File: config.mk
export PLATFORM = sky130hd
export DESIGN_NAME = axi4lite_copy_ctrl_flat
export DESIGN_NICKNAME = d
export VERILOG_FILES = /design/src/rtl/axi4lite_copy_ctrl_if.sv /design/src/rtl/axi4lite_copy_ctrl.sv /design/src/flat_wrapper.sv
export SDC_FILE = /design/constraint.sdc
export NUM_CORES = 1
export LEC_CHECK = 0
export BUFFER_PORTS_ARGS = -buffer_cell sky130_fd_sc_hd__buf_4
export CAP_MARGIN = 15
export CORE_MARGIN = 1
export CORE_UTILIZATION = 35
export DETAILED_ROUTE_END_ITERATION = 12
export SETUP_SLACK_MARGIN = 0.02
export SLEW_MARGIN = 10
export SYNTH_ARGS = -nofsm -noshare
export SYNTH_HDL_FRONTEND = slang
export SYNTH_SLANG_ARGS = --single-unit
File: constraint.sdc
create_clock -name clk -period 3.9 [get_ports clk]
set_clock_uncertainty 0.1 [all_clocks]
set_input_delay 0.585 -clock clk [delete_from_list [all_inputs] [get_ports clk]]
set_output_delay 0.585 -clock clk [all_outputs]
set_load 0.01 [all_outputs]
File: src/rtl/axi4lite_copy_ctrl_if.sv
// AXI4-Lite bus bundle for the block-copy master; master modport drives the
// request side, slave modport the response side.
interface axi4lite_copy_ctrl_if #(
  parameter int ADDR_WIDTH = 32,
  parameter int DATA_WIDTH = 32
);
  logic [ADDR_WIDTH-1:0]   awaddr;
  logic [2:0]              awprot;
  logic                    awvalid;
  logic                    awready;
  logic [DATA_WIDTH-1:0]   wdata;
  logic [DATA_WIDTH/8-1:0] wstrb;
  logic                    wvalid;
  logic                    wready;
  logic [1:0]              bresp;
  logic                    bvalid;
  logic                    bready;
  logic [ADDR_WIDTH-1:0]   araddr;
  logic [2:0]              arprot;
  logic                    arvalid;
  logic                    arready;
  logic [DATA_WIDTH-1:0]   rdata;
  logic [1:0]              rresp;
  logic                    rvalid;
  logic                    rready;

  modport master (
    output awaddr, awprot, awvalid, input awready,
    output wdata, wstrb, wvalid, input wready,
    input bresp, bvalid, output bready,
    output araddr, arprot, arvalid, input arready,
    input rdata, rresp, rvalid, output rready
  );

  modport slave (
    input awaddr, awprot, awvalid, output awready,
    input wdata, wstrb, wvalid, output wready,
    output bresp, bvalid, input bready,
    input araddr, arprot, arvalid, output arready,
    output rdata, rresp, rvalid, input rready
  );
endinterface

File: src/rtl/axi4lite_copy_ctrl.sv
// AXI4-Lite master copying len consecutive words from src_base to dst_base, one
// read then one write per word. Define COPY_CTRL_ABORT_ON_ERR_EN to stop on the first error.
module axi4lite_copy_ctrl #(
  parameter int ADDR_WIDTH = 32,
  parameter int DATA_WIDTH = 32,
  parameter int LEN_WIDTH  = 16
) (
  input  logic                  clk,
  input  logic                  rst,
  input  logic                  i_start,
  input  logic [ADDR_WIDTH-1:0] i_src_base,
  input  logic [ADDR_WIDTH-1:0] i_dst_base,
  input  logic [LEN_WIDTH-1:0]  i_len,
  output logic                  o_busy,
  output logic                  o_done,
  output logic                  o_err,
  output logic [LEN_WIDTH-1:0]  o_err_cnt,
  output logic [LEN_WIDTH-1:0]  o_words_done,
  axi4lite_copy_ctrl_if.master  m_axi
);
  localparam int BYTES = DATA_WIDTH / 8;

  typedef enum logic [2:0] {
    S_IDLE, S_RD_ADDR, S_RD_DATA, S_WR, S_WR_RESP, S_DONE
  } state_t;

  state_t                r_state;
  state_t                w_state_next;
  logic [ADDR_WIDTH-1:0] r_src;
  logic [ADDR_WIDTH-1:0] r_dst;
  logic [LEN_WIDTH-1:0]  r_len;
  logic [LEN_WIDTH-1:0]  r_idx;
  logic [DATA_WIDTH-1:0] r_wdata;
  logic                  r_aw_done;
  logic                  r_w_done;
  logic                  r_zero_hold;
  logic                  r_err;
  logic [LEN_WIDTH-1:0]  r_err_cnt;
  logic [LEN_WIDTH-1:0]  r_words_done;

  logic [ADDR_WIDTH-1:0] w_offset;
  logic [LEN_WIDTH-1:0]  w_idx_inc;
  logic w_ar_hs, w_r_hs, w_aw_hs, w_w_hs, w_b_hs;
  logic w_rd_err, w_b_err, w_err_evt;

  assign w_offset  = ADDR_WIDTH'(r_idx) * ADDR_WIDTH'(BYTES);
  assign w_idx_inc = r_idx + 1'b1;
  assign w_ar_hs   = (r_state == S_RD_ADDR) && m_axi.arready;
  assign w_r_hs    = (r_state == S_RD_DATA) && m_axi.rvalid;
  assign w_aw_hs   = (r_state == S_WR) && !r_aw_done && m_axi.awready;
  assign w_w_hs    = (r_state == S_WR) && !r_w_done && m_axi.wready;
  assign w_b_hs    = (r_state == S_WR_RESP) && m_axi.bvalid;
  assign w_rd_err  = (m_axi.rresp != 2'b00);
  assign w_b_err   = (m_axi.bresp != 2'b00);
  assign w_err_evt = (w_r_hs && w_rd_err) || (w_b_hs && w_b_err);

  // Addresses derive from latched bases, so they cannot move while a valid is up.
  assign m_axi.araddr = r_src + w_offset;
  assign m_axi.awaddr = r_dst + w_offset;
  assign m_axi.wdata  = r_wdata;
  assign m_axi.wstrb  = '1;
  assign m_axi.awprot = 3'b000;
  assign m_axi.arprot = 3'b000;

  assign o_err        = r_err;
  assign o_err_cnt    = r_err_cnt;
  assign o_words_done = r_words_done;

  always_comb begin
    w_state_next  = r_state;
    o_busy        = (r_state != S_IDLE);
    o_done        = 1'b0;
    m_axi.arvalid = 1'b0;
    m_axi.rready  = 1'b0;
    m_axi.awvalid = 1'b0;
    m_axi.wvalid  = 1'b0;
    m_axi.bready  = 1'b0;
    case (r_state)
      S_IDLE: begin
        if (i_start) w_state_next = (i_len == '0) ? S_DONE : S_RD_ADDR;
      end
      S_RD_ADDR: begin
        m_axi.arvalid = 1'b1;
        if (w_ar_hs) w_state_next = S_RD_DATA;
      end
      S_RD_DATA: begin
        m_axi.rready = 1'b1;
        if (w_r_hs) begin
          w_state_next = S_WR;
`ifdef COPY_CTRL_ABORT_ON_ERR_EN
          if (w_rd_err) w_state_next = S_DONE;
`endif
        end
      end
      S_WR: begin
        m_axi.awvalid = !r_aw_done;
        m_axi.wvalid  = !r_w_done;
        if ((r_aw_done || w_aw_hs) && (r_w_done || w_w_hs)) w_state_next = S_WR_RESP;
      end
      S_WR_RESP: begin
        m_axi.bready = 1'b1;
        if (w_b_hs) begin
          w_state_next = (w_idx_inc < r_len) ? S_RD_ADDR : S_DONE;
`ifdef COPY_CTRL_ABORT_ON_ERR_EN
          if (w_b_err) w_state_next = S_DONE;
`endif
        end
      end
      S_DONE: begin
        // A zero-length run spends one silent cycle here so busy spans two cycles.
        o_done = !r_zero_hold;
        if (!r_zero_hold) w_state_next = S_IDLE;
      end
      default: w_state_next = S_IDLE;
    endcase
  end

  always_ff @(posedge clk) begin
    if (rst) begin
      r_state      <= S_IDLE;
      r_src        <= '0;
      r_dst        <= '0;
      r_len        <= '0;
      r_idx        <= '0;
      r_wdata      <= '0;
      r_aw_done    <= 1'b0;
      r_w_done     <= 1'b0;
      r_zero_hold  <= 1'b0;
      r_err        <= 1'b0;
      r_err_cnt    <= '0;
      r_words_done <= '0;
    end else begin
      r_state <= w_state_next;
      case (r_state)
        S_IDLE: begin
          if (i_start) begin
            r_src        <= i_src_base;
            r_dst        <= i_dst_base;
            r_len        <= i_len;
            r_idx        <= '0;
            r_err        <= 1'b0;
            r_err_cnt    <= '0;
            r_words_done <= '0;
            r_zero_hold  <= (i_len == '0);
          end
        end
        S_RD_DATA: begin
          if (w_r_hs) begin
            r_wdata   <= m_axi.rdata;
            r_aw_done <= 1'b0;
            r_w_done  <= 1'b0;
          end
        end
        S_WR: begin
          if (w_aw_hs) r_aw_done <= 1'b1;
          if (w_w_hs) r_w_done <= 1'b1;
        end
        S_WR_RESP: begin
          if (w_b_hs) begin
            r_words_done <= r_words_done + 1'b1;
            r_idx        <= w_idx_inc;
          end
        end
        S_DONE: r_zero_hold <= 1'b0;
        default: ;
      endcase
      if (w_err_evt) begin
        r_err <= 1'b1;
        if (r_err_cnt != '1) r_err_cnt <= r_err_cnt + 1'b1;
      end
    end
  end
endmodule

File: src/flat_wrapper.sv
// flat-port wrapper written by rule: the top's interface ports become plain ports
module axi4lite_copy_ctrl_flat 
#(
  parameter int ADDR_WIDTH = 32,
  parameter int DATA_WIDTH = 32,
  parameter int LEN_WIDTH  = 16
)
  (clk, rst, i_start, i_src_base, i_dst_base, i_len, o_busy, o_done, o_err, o_err_cnt, o_words_done, m_axi_awaddr, m_axi_awprot, m_axi_awvalid, m_axi_awready, m_axi_wdata, m_axi_wstrb, m_axi_wvalid, m_axi_wready, m_axi_bresp, m_axi_bvalid, m_axi_bready, m_axi_araddr, m_axi_arprot, m_axi_arvalid, m_axi_arready, m_axi_rdata, m_axi_rresp, m_axi_rvalid, m_axi_rready);
  axi4lite_copy_ctrl_if #(.ADDR_WIDTH(ADDR_WIDTH), .DATA_WIDTH(DATA_WIDTH)) m_axi_i ();
  input  logic clk;
  input  logic rst;
  input  logic i_start;
  input  logic [ADDR_WIDTH-1:0] i_src_base;
  input  logic [ADDR_WIDTH-1:0] i_dst_base;
  input  logic [LEN_WIDTH-1:0] i_len;
  output logic o_busy;
  output logic o_done;
  output logic o_err;
  output logic [LEN_WIDTH-1:0] o_err_cnt;
  output logic [LEN_WIDTH-1:0] o_words_done;
  output wire logic [$bits(m_axi_i.awaddr)-1:0] m_axi_awaddr;
  output wire logic [$bits(m_axi_i.awprot)-1:0] m_axi_awprot;
  output wire logic [$bits(m_axi_i.awvalid)-1:0] m_axi_awvalid;
  input wire logic [$bits(m_axi_i.awready)-1:0] m_axi_awready;
  output wire logic [$bits(m_axi_i.wdata)-1:0] m_axi_wdata;
  output wire logic [$bits(m_axi_i.wstrb)-1:0] m_axi_wstrb;
  output wire logic [$bits(m_axi_i.wvalid)-1:0] m_axi_wvalid;
  input wire logic [$bits(m_axi_i.wready)-1:0] m_axi_wready;
  input wire logic [$bits(m_axi_i.bresp)-1:0] m_axi_bresp;
  input wire logic [$bits(m_axi_i.bvalid)-1:0] m_axi_bvalid;
  output wire logic [$bits(m_axi_i.bready)-1:0] m_axi_bready;
  output wire logic [$bits(m_axi_i.araddr)-1:0] m_axi_araddr;
  output wire logic [$bits(m_axi_i.arprot)-1:0] m_axi_arprot;
  output wire logic [$bits(m_axi_i.arvalid)-1:0] m_axi_arvalid;
  input wire logic [$bits(m_axi_i.arready)-1:0] m_axi_arready;
  input wire logic [$bits(m_axi_i.rdata)-1:0] m_axi_rdata;
  input wire logic [$bits(m_axi_i.rresp)-1:0] m_axi_rresp;
  input wire logic [$bits(m_axi_i.rvalid)-1:0] m_axi_rvalid;
  output wire logic [$bits(m_axi_i.rready)-1:0] m_axi_rready;
  assign m_axi_awaddr = m_axi_i.awaddr;
  assign m_axi_awprot = m_axi_i.awprot;
  assign m_axi_awvalid = m_axi_i.awvalid;
  assign m_axi_i.awready = m_axi_awready;
  assign m_axi_wdata = m_axi_i.wdata;
  assign m_axi_wstrb = m_axi_i.wstrb;
  assign m_axi_wvalid = m_axi_i.wvalid;
  assign m_axi_i.wready = m_axi_wready;
  assign m_axi_i.bresp = m_axi_bresp;
  assign m_axi_i.bvalid = m_axi_bvalid;
  assign m_axi_bready = m_axi_i.bready;
  assign m_axi_araddr = m_axi_i.araddr;
  assign m_axi_arprot = m_axi_i.arprot;
  assign m_axi_arvalid = m_axi_i.arvalid;
  assign m_axi_i.arready = m_axi_arready;
  assign m_axi_i.rdata = m_axi_rdata;
  assign m_axi_i.rresp = m_axi_rresp;
  assign m_axi_i.rvalid = m_axi_rvalid;
  assign m_axi_rready = m_axi_i.rready;
  axi4lite_copy_ctrl #(.ADDR_WIDTH(ADDR_WIDTH), .DATA_WIDTH(DATA_WIDTH), .LEN_WIDTH(LEN_WIDTH)) u_core (.clk(clk), .rst(rst), .i_start(i_start), .i_src_base(i_src_base), .i_dst_base(i_dst_base), .i_len(i_len), .o_busy(o_busy), .o_done(o_done), .o_err(o_err), .o_err_cnt(o_err_cnt), .o_words_done(o_words_done), .m_axi(m_axi_i));
endmodule
==> results of run 1 <==
## tightest hold or removal path: cells and delay by family
| family | cells | cell delay (ns) |
|---|---|---|
| and+or+nand+nor | 1 | 0.04 |
| buffers and inverters | 1 | 0.11 |
| AOI/OAI and AO/OA | 1 | 0.05 |
## worst paths after layout
path	cells past startpoint	slack (ns)	start	endpoint
worst min-delay path	3	0.29	i_src_base[0]	u_core.r_src[0]
worst min register to register	2	0.35	u_core.r_dst[1]	u_core.r_dst[1]
worst max-delay path	8	0.23	u_core.r_idx[4]	m_axi_awaddr[23]
worst max register to register	11	0.70	u_core.r_idx[4]	u_core.r_state[2]
## what timing repair did
| action | CTS | global route |
|---|---|---|
| resized for setup | 1 | 7 |
| pin swaps | 0 | 2 |
| endpoints found under the setup margin | 3 | 17 |
| setup buffers | 0 | 0 |
| hold buffers | 0 | 0 |
## sequential cells by signal (all words and copies together) (netlist names), 3 cells and up
register and cells:
u_core.o_words_done 16, u_core.m_axi.wdata 32, u_core.r_src 32, u_core.r_idx 16, u_core.r_dst 32, u_core.r_state 3, u_core.r_len 16, u_core.o_err_cnt 16
## cells in the final DEF, fill, tap and decap left out, drive strengths merged, types with 10 or more instances in the layout
cell     count
a21oi      172
nand4       16
xnor2       49
nand2      275
buf        269
ha          50
and3        21
o21ai       37
nor2        89
conb        10
inv         43
clkbuf      18
o211ai      12
nand3       26
nor3        19
dfxtp      167
a21o        19
xor2        30
o2111ai     11
## metal layers
metal  GRT usage [%]  vias up  share of wire [%]
li1                -     4658                  -
met1            25.9     4196                 45
met2            34.2      244                 47
met3            5.52       23                6.4
met4            5.42        0                1.7
met5               0        -                  0
## power breakdown
part,internal (mW),leakage [nW],switching [mW]
registers,1.93,1.36,0.205
logic,0.721,3.65,1.01
clock network,0.944,0.304,0.827
## per-stage QoR
stage               setup WS, ns  instances
CTS                       0.0652       1792
floorplan                  0.851       1229
finish                     0.234       1792
detailed placement         0.482       1760
global placement           0.480       1760
global route              0.0279       1792
## cell type report
class	count	area (um2)	share of cell area (%)
timing repair buffer	269	2030	16.8
multi-input combinational	954	5570	46.0
clock inverter	14	179	1.48
sequential	167	3350	27.6
tap	335	419	3.46
inverter	35	131	1.08
clock buffer	18	439	3.62
## cells by family (layout without fill, tap and decap cells)
kind of cell / Yosys count / count (layout) / share of synthesized area [%]
AO/OA/AOI/OAI: 301 / 301 / 19.3
adder cells (fa/ha/maj): 52 / 52 / 7.16
XOR/XNOR: 79 / 79 / 7.44
buffers and inverters: 108 / 336 / 5.03
flip-flops: 167 / 167 / 36.0
multiplexers: 6 / 6 / 0.660
AND/OR/NAND/NOR: 506 / 506 / 24.4
other: 2 / 10 / 0.0808
==> reports/qor.txt, run 1 <==
Status -> finished clean
CTS root buf -> clkbuf_16
Worst-path cell chain -> ha_1, a21oi_1, nand3b_1, o211a_1, o31ai_1, a311oi_1, nor3_1, buf_4
Unrepaired setup endpoints after global routing -> no
Die Y -> 165 um
# Max-Cap Violations -> 0
Top cells by count, synth -> nand2_1, a21oi_1, dfxtp_1
Cell leakage power -> 5.31 nW
Utilization after layout -> 46.5%
Final antenna-violating net count -> 0
Layout cell share with drive strength beyond 1 -> 21.9%
# port buffers -> 259
Crit. End Element -> primary output
TritonCTS clock tree -> done
Clk slew on worst S/H paths -> 0.08 ns
Setup violators final -> 0
Post-route minimum period -> 3.67 ns
Synthesized cell area -> 9300 um2
Hold Worst Slack -> 0.286 ns
Die area -> 27200 um2
Placed Area -> 11500 um2
Post-Route WL -> 28.0 mm
Worst-path maximum fanout -> 7
Initial core utilization -> 35.7%
CP top delay family -> compound AO/OA/AOI/OAI gates
Vias in the first global route -> 8571
Router iterations before antenna repair -> 5
Unique masters post-synth -> 64
Drt drc -> 0
Crit path buf inv count -> 1
Row cnt -> 59
CTS Buffer Depth -> 2
Post-synth top area share -> 36.0%
EDFF count, synth -> 0
Total track usage -> 20.5%
Syn. warnings -> 0
Largest net degree at the start of global routing -> 82
Async SR Flop Fraction -> 0%
F_max -> 273 MHz
Final Net Count -> 1620
DR iter-0 viols -> 516
Clock Latency Late Sink -> 0.43 ns
Peak VDD IR -> 0.000298 V
First-pass GRT wire length -> 43.7 mm
# fillers -> 2686
Dpl hpwl -> 20.8 mm
Ys flop type -> dfxtp_1
Area delta synth->final -> 30.3%
Wire per inst -> 15.6 um
Pwr/cell area -> 465 nW/um2
Final Cycle Share -> 94.0%
Clock Sinks -> 167
Fin. max-slew vios -> 0
Placer Congestion -> 0.878
CTS H-tree depth -> 4
Relative slew margins -> 36.1%
Mapped Cells -> 1221
WP data required -> 3.21 ns
Drt via density -> 5.09
Critical Path Start Type -> register
Yosys reg bits -> 167
Post-Route Setup TNS -> 0 ns
Worst Hold Class -> in2reg
Critical Setup Path Class -> reg2out
I/O pin total -> 270
Total CTS buffers -> 17
Synth top area cells -> dfxtp_1, nand2_1, a21oi_1, ha_1, xnor2_1
GRT overflow -> 0
Vias post-DR -> 9121
Avg Cell Area, Syn -> 7.61 um2
Total power -> 5.63 mW
Worst endpoint data arrival time -> 2.98 ns
Seq/Total Area, Yosys -> 36.0%
Fin area -> 12100 um2
Chip Width -> 165 um
Most frequent cell after synthesis -> nand2_1
Final Hold Vio Count -> 0
Slowest-stage cell, CP -> o31ai_1
Critical path's largest stage delay -> 0.48 ns
Cell taking the most area after synthesis -> dfxtp_1
Antenna fix cells -> 0
Core area -> 26100 um2
Initial antenna violation count -> 0
Worst-margin pin slew -> 0.954 ns
Note: power is estimated with default switching activity, not from simulation.
==> run 2, diff against run 1 <==
Settings changed: CORE_UTILIZATION 35 to 53, PLACE_DENSITY from default to 0.81.
==> run 2 against run 1 <==
  * Sequential cell count stayed put
  * Clock power is 3% lower
  * Routed wire length is 5.9% lower
  * Register-to-register slack hardly changed
  * Clock-buffer cell count stayed put
  * Die area is 34% lower
  * Total power is 1.1% lower
  * Worst setup slack worse by 0.038 ns
  * Critical path type unchanged
  * Critical endpoint unchanged
  * Largest cell class unchanged
  * Largest power group unchanged
==> reports/qor.txt, run 2 (synthesis results as in run 1) <==
DR iter-0 viols -> 605 (+17%)
Post-Route WL -> 26.4 mm (-5.9%)
CTS root buf -> clkbuf_16
Vias post-DR -> 9375 (+2.8%)
I/O pin total -> 270 (unchanged)
Clock Sinks -> 167 (unchanged)
Initial antenna violation count -> 0 (unchanged)
Status -> finished clean
Final Hold Vio Count -> 0 (unchanged)
Worst-path maximum fanout -> 7 (unchanged)
GRT overflow -> 0 (unchanged)
Dpl hpwl -> 19.0 mm (-9.1%)
Die area -> 18100 um2 (-34%)
Cell leakage power -> 5.30 nW (-0.19%)
Total CTS buffers -> 17 (unchanged)
Crit. End Element -> primary output
Layout cell share with drive strength beyond 1 -> 21.6% (-0.34 points)
# Max-Cap Violations -> 0 (unchanged)
DP Cell Count -> 1650 (-6.3%)
Setup violators final -> 0 (unchanged)
Critical path endpoint -> m_axi_awaddr[23]
WP data required -> 3.21 ns (about the same)
Unrepaired setup endpoints after global routing -> no
Drt via density -> 5.57 (+9.5%)
Clk slew on worst S/H paths -> 0.08 ns (about the same)
Die Y -> 134 um (-19%)
CTS Buffer Depth -> 2 (unchanged)
Pwr/cell area -> 467 nW/um2 (+0.39%)
Worst-path cell chain -> ha_1, a21oi_1, nand3b_1, o211a_1, o31ai_1, a311oi_1, nor3_1, buf_4
Peak VDD IR -> 0.000392 V (+31%)
R2R Setup Slk -> 0.71 ns (about the same)
Chip Width -> 134 um (-19%)
# port buffers -> 259 (unchanged)
Worst Hold Class -> in2reg
Largest net degree at the start of global routing -> 81 (-1.2%)
Core area -> 17200 um2 (-34%)
Area delta synth->final -> 28.4%
Most common cell after layout, fill and taps aside -> nand2_1
Critical Setup Path Class -> reg2out
Crit path launch -> u_core.r_idx[4]
Layout Cells excl Fill -> 1682 (-6.1%)
Worst reg2reg path endpoint -> u_core.r_state[2]
Wire per inst -> 15.7 um (+0.26%)
Slowest-stage cell, CP -> o31ai_1
Antenna fix cells -> 0 (unchanged)
Drt drc -> 0 (unchanged)
Placer Congestion -> 0.900 (+2.5%)
First-pass GRT wire length -> 41.5 mm (-5.1%)
TritonCTS clock tree -> done
Final Cycle Share -> 95.0% (+0.97 points)
Utilization after layout -> 69.3% (+23 points)
Router iterations before antenna repair -> 6 (+1)
Worst R2R Path Depth -> 11 (unchanged)
Post-route minimum period -> 3.70 ns (+0.0380 ns)
Final antenna-violating net count -> 0 (unchanged)
Critical Path Start Type -> register
CP top delay family -> compound AO/OA/AOI/OAI gates
Vias in the first global route -> 8619 (+0.56%)
CTS H-tree depth -> 4 (unchanged)
Final Net Count -> 1620 (unchanged)
Row cnt -> 48 (-19%)
Critical path depth -> 8 (unchanged)
Fin. max-slew vios -> 0 (unchanged)
F_max -> 270 MHz (-1.0%)
Worst endpoint data arrival time -> 3.02 ns (+0.04 ns)
Relative slew margins -> 26.0% (-10 points)
Total track usage -> 28.8% (+8.3 points)
Initial core utilization -> 53.9% (+18 points)
Crit path buf inv count -> 1 (unchanged)
Total power -> 5.57 mW (-1.1%)
RR Startpoint -> u_core.r_idx[7]
Most frequent cells in the layout -> nand2_1, buf_4, a21oi_1
Critical path's largest stage delay -> 0.55 ns (+0.07 ns)
Post-Route Setup TNS -> 0 ns (unchanged)
Worst-margin pin slew -> 1.11 ns (+0.156 ns)
Clock Latency Late Sink -> 0.44 ns (about the same)
## run 2: how the worst min path moves through the flow
| stage | endpoint | start | depth (start not counted) |
|---|---|---|---|
| final | u_core.m_axi.wdata[10] | m_axi_rdata[10] | 3 |
| after detailed placement | u_core.m_axi.wdata[16] | u_core.m_axi.wdata[16] | 2 |
| after global routing | u_core.m_axi.wdata[17] | m_axi_rdata[17] | 3 |
| after floorplan | u_core.r_len[0] | u_core.r_len[0] | 2 |
| after global placement | u_core.m_axi.wdata[22] | u_core.m_axi.wdata[22] | 2 |
| after CTS | u_core.m_axi.wdata[13] | m_axi_rdata[13] | 3 |
## run 2: repair_timing
item,in CTS,in global routing
resized for setup,1,2
endpoints found under the setup margin,4,12
hold buffers,0,0
hold endpoints to repair,0,0
buffers inserted,0,0
## run 2: worst register-to-register path: stages, from the launching register on
cell and delay (ns):
dfxtp_1 0.54, and3_1 0.24, or4b_4 0.50, nor2_1 0.23
nand2_1 0.10, xnor2_1 0.23, ha_1 0.29, a21o_1 0.16
a21o_1 0.16, a211oi_1 0.24, o211a_1 0.21, o22ai_1 0.08
## run 2: cell type report
class,instances,area [um2]
multi-input cells,954,5550
fillers,1505,5300
flip-flops and latches,167,3340
repair buffers,269,2020
clock buffers,18,429
well taps,225,282
clock inverters,14,179
inverters,35,131
## run 2: metrics by stage
stage          setup WS, ns  hold slack [ns]  cell area, um2
2_1_floorplan         0.851            0.334            9330
3_3_place_gp          0.509            0.342           11300
3_5_place_dp          0.455            0.347           11300
4_1_cts              0.0750            0.274           11900
5_1_grt              0.0480            0.280           11900
6_report              0.196            0.285           11900
## run 2: layer usage
layer / up-vias / GRT usage (%) / routed length [um]
li1: 4662 / - / -
met1: 4304 / 34.7 / 11000
met2: 365 / 48.6 / 12700
met4: 0 / 11.4 / 699
met5: - / 0 / 0
met3: 44 / 7.90 / 2030
## run 2: power by group
part	internal, mW	switching (mW)
Combinational	0.709	1.00
Sequential	1.93	0.202
Clock	0.926	0.798
Total	3.56	2.01
